### src/rtl/li_relay_pkg.sv
// Shared types and helpers for the latency-insensitive relay chain.
package li_relay_pkg;

  typedef enum logic [1:0] {
    EMPTY = 2'd0,
    HALF  = 2'd1,
    FULL  = 2'd2
  } li_rs_state_t;

  function automatic int li_occ_width(input int n);
    int w;
    w = $clog2(2 * n + 1);
    return (w < 1) ? 1 : w;
  endfunction

  function automatic logic [1:0] li_occ_contrib(input li_rs_state_t s);
    logic [1:0] c;
    case (s)
      EMPTY:   c = 2'd0;
      HALF:    c = 2'd1;
      FULL:    c = 2'd2;
      default: c = 2'd0;
    endcase
    return c;
  endfunction

endpackage

### src/rtl/li_relay_stage.sv
// One capacity-2 relay station: main/aux registers with stop_up driven only by
// the state flop, so neither data nor stop has a combinational path through it.
module li_relay_stage
  import li_relay_pkg::*;
#(
  parameter int WIDTH = 6
) (
  input  logic             clk,
  input  logic             reset,
  input  logic [WIDTH-1:0] data_up,
  input  logic             valid_up,
  output logic             stop_up,
  output logic [WIDTH-1:0] data_dn,
  output logic             valid_dn,
  input  logic             stop_dn,
  output logic [1:0]       occ_nxt
);

  li_rs_state_t     state_q, state_d;
  logic [WIDTH-1:0] main_q, main_d;
  logic [WIDTH-1:0] aux_q, aux_d;
  logic             accept_s;
  logic             drain_s;

  assign valid_dn = (state_q != EMPTY);
  assign stop_up  = (state_q == FULL);
  assign data_dn  = main_q;

  // Next-state and register-load selection for the three occupancy states.
  always_comb begin
    state_d  = state_q;
    main_d   = main_q;
    aux_d    = aux_q;
    accept_s = valid_up && (state_q != FULL);
    drain_s  = (state_q != EMPTY) && !stop_dn;
    case (state_q)
      EMPTY: begin
        if (accept_s) begin
          main_d  = data_up;
          state_d = HALF;
        end else begin
          state_d = EMPTY;
        end
      end
      HALF: begin
        if (accept_s && drain_s) begin
          main_d = data_up;
        end else if (accept_s) begin
          aux_d   = data_up;
          state_d = FULL;
        end else if (drain_s) begin
          state_d = EMPTY;
        end else begin
          state_d = HALF;
        end
      end
      FULL: begin
        if (drain_s) begin
          main_d  = aux_q;
          state_d = HALF;
        end else begin
          state_d = FULL;
        end
      end
      default: state_d = EMPTY;
    endcase
    occ_nxt = li_occ_contrib(state_d);
  end

  // Stage state and payload registers.
  always_ff @(posedge clk) begin
    if (!reset) begin
      state_q <= EMPTY;
      main_q  <= '0;
      aux_q   <= '0;
    end else begin
      state_q <= state_d;
      main_q  <= main_d;
      aux_q   <= aux_d;
    end
  end

endmodule

### src/rtl/li_relay_chain.sv
// Chain of N_STAGES relay stations (0 = wire pass-through) with live occupancy.
// Optional stall/high-water statistics are compiled in with LI_RELAY_STATS_EN.
module li_relay_chain
  import li_relay_pkg::*;
#(
  parameter int WIDTH       = 6,
  parameter int N_STAGES    = 2,
  parameter int STALL_CNT_W = 32
) (
  input  logic                              clk,
  input  logic                              reset,
  input  logic [WIDTH-1:0]                  in_link_data,
  input  logic                              in_link_valid,
  output logic                              in_link_stop,
  output logic [WIDTH-1:0]                  out_link_data,
  output logic                              out_link_valid,
  input  logic                              out_link_stop,
`ifdef LI_RELAY_STATS_EN
  output logic [STALL_CNT_W-1:0]            stall_cnt,
  output logic [li_occ_width(N_STAGES)-1:0] occ_hwm,
`endif
  output logic [li_occ_width(N_STAGES)-1:0] occupancy
);

  localparam int OCC_W = li_occ_width(N_STAGES);

  logic [OCC_W-1:0] occ_d;

  if (N_STAGES == 0) begin : g_wire
    assign out_link_data  = in_link_data;
    assign out_link_valid = in_link_valid;
    assign in_link_stop   = out_link_stop;
    assign occupancy      = '0;
    assign occ_d          = '0;
  end else begin : g_stages
    logic [WIDTH-1:0] lnk_data  [N_STAGES+1];
    logic             lnk_valid [N_STAGES+1];
    logic             lnk_stop  [N_STAGES+1];
    logic [1:0]       stage_occ [N_STAGES];
    logic [OCC_W-1:0] occ_sum;
    logic [OCC_W-1:0] occ_q;

    assign lnk_data[0]        = in_link_data;
    assign lnk_valid[0]       = in_link_valid;
    assign in_link_stop       = lnk_stop[0];
    assign out_link_data      = lnk_data[N_STAGES];
    assign out_link_valid     = lnk_valid[N_STAGES];
    assign lnk_stop[N_STAGES] = out_link_stop;

    for (genvar i = 0; i < N_STAGES; i++) begin : g_stage
      li_relay_stage #(.WIDTH(WIDTH)) u_stage (
        .clk      (clk),
        .reset    (reset),
        .data_up  (lnk_data[i]),
        .valid_up (lnk_valid[i]),
        .stop_up  (lnk_stop[i]),
        .data_dn  (lnk_data[i+1]),
        .valid_dn (lnk_valid[i+1]),
        .stop_dn  (lnk_stop[i+1]),
        .occ_nxt  (stage_occ[i])
      );
    end

    // Sum next-state contributions so the registered count tracks the stage states.
    always_comb begin
      occ_sum = '0;
      for (int i = 0; i < N_STAGES; i++) begin
        occ_sum = occ_sum + OCC_W'(stage_occ[i]);
      end
    end

    // Registered occupancy.
    always_ff @(posedge clk) begin
      if (!reset) begin
        occ_q <= '0;
      end else begin
        occ_q <= occ_sum;
      end
    end

    assign occ_d     = occ_sum;
    assign occupancy = occ_q;
  end

`ifdef LI_RELAY_STATS_EN
  logic [STALL_CNT_W-1:0] stall_q, stall_d;
  logic [OCC_W-1:0]       hwm_q, hwm_d;

  // Saturating stall counter and occupancy high-water mark.
  always_comb begin
    if (out_link_valid && out_link_stop && (stall_q != {STALL_CNT_W{1'b1}})) begin
      stall_d = stall_q + STALL_CNT_W'(1);
    end else begin
      stall_d = stall_q;
    end
    if (occ_d > hwm_q) begin
      hwm_d = occ_d;
    end else begin
      hwm_d = hwm_q;
    end
  end

  // Statistics registers.
  always_ff @(posedge clk) begin
    if (!reset) begin
      stall_q <= '0;
      hwm_q   <= '0;
    end else begin
      stall_q <= stall_d;
      hwm_q   <= hwm_d;
    end
  end

  assign stall_cnt = stall_q;
  assign occ_hwm   = hwm_q;
`endif

endmodule
### config.mk
export PLATFORM = sky130hd
export DESIGN_NAME = li_relay_chain
export DESIGN_NICKNAME = d
export VERILOG_FILES = /design/src/rtl/li_relay_pkg.sv /design/src/rtl/li_relay_stage.sv /design/src/rtl/li_relay_chain.sv
export SDC_FILE = /design/constraint.sdc
export NUM_CORES = 1
export LEC_CHECK = 0
export BUFFER_PORTS_ARGS = -buffer_cell sky130_fd_sc_hd__buf_4
export CAP_MARGIN = 5
export CORE_UTILIZATION = 40
export DETAILED_ROUTE_END_ITERATION = 8
export PLACE_DENSITY = 0.7
export SYNTH_ARGS = -nofsm -noshare
export SYNTH_HDL_FRONTEND = slang
export SYNTH_SLANG_ARGS = --single-unit
### constraint.sdc
create_clock -name clk -period 4.1 [get_ports clk]
set_input_delay 0.82 -clock clk [delete_from_list [all_inputs] [get_ports clk]]
set_output_delay 0.82 -clock clk [all_outputs]
set_load 0.03 [all_outputs]
==> results_dict.tcl <==
set metrics [dict create \
    status "completed" \
    setup_viol 0 \
    syn-cell-area_um2 1520 \
    core_um2 3660 \
    min_to "g_stages.g_stage[0].u_stage.aux_q[5]" \
    ys_seq_area_frac 0.409 \
    die_w_um 63.6 \
    grt_max_degree 27 \
    layout.nets 179 \
    port_buffers 20 \
    cp_max_fo 20 \
    dieArea_um2 4050 \
    crit_arrival_ps 2560 \
    start_kind "flop" \
    finalHoldViolCount 0 \
    io_pins 21 \
    track_usage 0.179 \
    period_share 0.580 \
    synth-seq-cells 31 \
    fin_tns_setup_ps 0 \
    wl_per_cell_um 14.7 \
    drtIter0Drc 26 \
    fmax_ghz 0.421 \
    power.density_nw_per_um2 391 \
    dr_total_vias 1234 \
    cts_resized 0 \
    syn-num-nets 167 \
    final_cell_mix "dfxtp_1, a211oi_1, buf_4" \
    dr.pass1.iters 4 \
    layout_commonest_cell "dfxtp_1" \
    synth-edff-count 0 \
    multi_input_area_um2 774 \
    layout-drive-gt1-share 0.208 \
    ir_drop_mv 0.178 \
    async_flop_share 0 \
    cap_violations 0 \
    drc 0 \
    wl_um 3190 \
    skew_ps 1.49 \
    maxSlewHeadroom 0.469 \
    htreeDepth 2 \
    switching_share 0.275 \
    ys.flop_type "dfxtp_1" \
    rsz0062_at_grt "no" \
    finalInstanceArea_um2 1700 \
    power.internal_w 0.000482 \
    r2r-end "occupancy[1]" \
    fin_crit_ps 2380 \
    start_util 0.415 \
    whs_ps 473 \
    cts_setup_buffers 0 \
    cts_buffers 5 \
    ff_latch_area_um2 621 \
    synth_area_per_cell_um2 9.80 \
    gp_congestion 0.767 \
    grt_pass1_wl_um 5340 \
    critPathKind "flop to flop" \
    die_h_um 63.6 \
    pwr-share-clk 0.339 \
    p_leak_nw 0.662 \
    end_kind "flop" \
    area_delta_synth_final_pct 11.9 \
    pwr-share-seq 0.498 \
    hold_depth 2 \
    final-max-slew-violation-count 0 \
    antenna_found_initial 0 \
    synthCells 155 \
    cts.path.max_buffers 2 \
    num_rows 22 \
    cts_sinks 31 \
    yosysWarningCount 0 \
    cts_tree "built" \
    reg2reg_slack_ps 1720 \
    hold_start "g_stages.g_stage[0].u_stage.aux_q[5]" \
    viasPerCell 5.71 \
    synth_cell_type_count 35 \
    tightest_slew_ps 796 \
    nFillCells 350 \
    p_sw_w 0.000183 \
    hp-class "flop to flop" \
    ff2ff_path_depth 6 \
    cts.clk_slew.worst_paths_ps 60 \
    postRouteAntennaNets 0 \
    grt_pass1_vias 1212 \
    combPwrFrac 0.163 \
    dp_hpwl_um 2260 \
    root_buffer "clkbuf_8" \
    required_ps 4280 \
    diodes 0 \
    postPlaceCellArea_um2 1620 \
    cts_hold_buf 0 \
    rr_startpoint "g_stages.g_stage[1].u_stage.state_q[0]" \
    globalRouteOverflowTotal 0 \
    worstSkewPairLatency_ps 280 \
]
synth_stat cells, types with 2 or more instances:
master	instances	area (um2)
buf_6	4	45.0
o21ai_0	12	60.1
nand3b_1	2	15.0
clkbuf_1	4	15.0
a211oi_1	20	150
o32ai_1	2	17.5
and2_1	6	37.5
buf_2	4	20.0
nand2b_1	2	12.5
nand2_1	2	7.51
a221oi_1	6	52.6
dfxtp_1	31	621
buf_4	2	15.0
nand3_1	12	60.1
mux2i_1	12	120
a21oi_1	15	75.1
area by class of cell:
type / instances / share of cell area
clock inverters: 1 / 0.00294
multi-input cells: 106 / 0.455
repair buffers: 20 / 0.0883
inverters: 3 / 0.00809
clock buffers: 7 / 0.0449
well taps: 48 / 0.0353
flip-flops and latches: 31 / 0.365
logic make-up after synthesis:
family | count (synthesis) | share of synthesized area
mux | 13 | 0.0865
buf+inv | 18 | 0.0815
compound gates | 61 | 0.278
fa+ha+maj | 2 | 0.0214
flops | 31 | 0.409
simple gates | 30 | 0.124
worst max path at each step:
| stage | slack [ps] | end | startpoint |
|---|---|---|---|
| after floorplan | 1880 | occupancy[1] | out_link_stop |
| after global routing | 1530 | occupancy[1] | g_stages.g_stage[1].u_stage.state_q[0] |
| after global placement | 1620 | occupancy[1] | in_link_valid |
| after CTS | 1730 | occupancy[1] | g_stages.g_stage[1].u_stage.state_q[0] |
| after detailed placement | 1540 | occupancy[1] | in_link_valid |
| final | 1720 | occupancy[1] | g_stages.g_stage[1].u_stage.state_q[0] |
critical path, cell delays in order, from the launching register on:
cell and delay, ps:
dfxtp_1 460, nand2b_1 670, a21oi_1 190, o22ai_1 200, ha_1 180, fa_1 400
and2_1 160
routing by layer:
layer / vias to the layer above / GRT usage / share of wire
met5: - / 0 / 0
met3: 11 / 0.0489 / 0.046
met1: 578 / 0.181 / 0.41
met2: 37 / 0.315 / 0.51
li1: 608 / - / -
met4: 0 / 0.122 / 0.029
flip-flops by register name (all words and copies together), names as in the netlist:
| signal | cells |
|---|---|
| g_stages.g_stage.u_stage.aux_q | 12 |
| g_stages.g_stage.u_stage.data_dn | 12 |
| g_stages.g_stage.u_stage.state_q | 4 |
| occupancy | 3 |
per-stage QoR:
| stage | cells | total power [W] | util | setup slack, ps |
|---|---|---|---|---|
| after CTS | 216 | 0.000674 | 0.464 | 1730 |
| after global routing | 216 | 0.000703 | 0.464 | 1530 |
| after floorplan | 155 | 0.000417 | - | 1880 |
| after global placement | 208 | 0.000442 | 0.442 | 1620 |
| final | 216 | 0.000665 | 0.464 | 1720 |
| after detailed placement | 208 | 0.000447 | 0.442 | 1540 |
power by group through the flow:
| stage | Clock, W | Sequential [W] | Combinational, W |
|---|---|---|---|
| CTS | 0.000234 | 0.000331 | 0.000109 |
| global placement | 0 | 0.000337 | 0.000105 |
| finish | 0.000226 | 0.000331 | 0.000108 |
| detailed placement | 0 | 0.000338 | 0.000109 |
| floorplan | 0 | 0.000350 | 0.0000674 |
| global route | 0.000250 | 0.000334 | 0.000120 |
No activity file was read; power rests on OpenSTA's default activity.
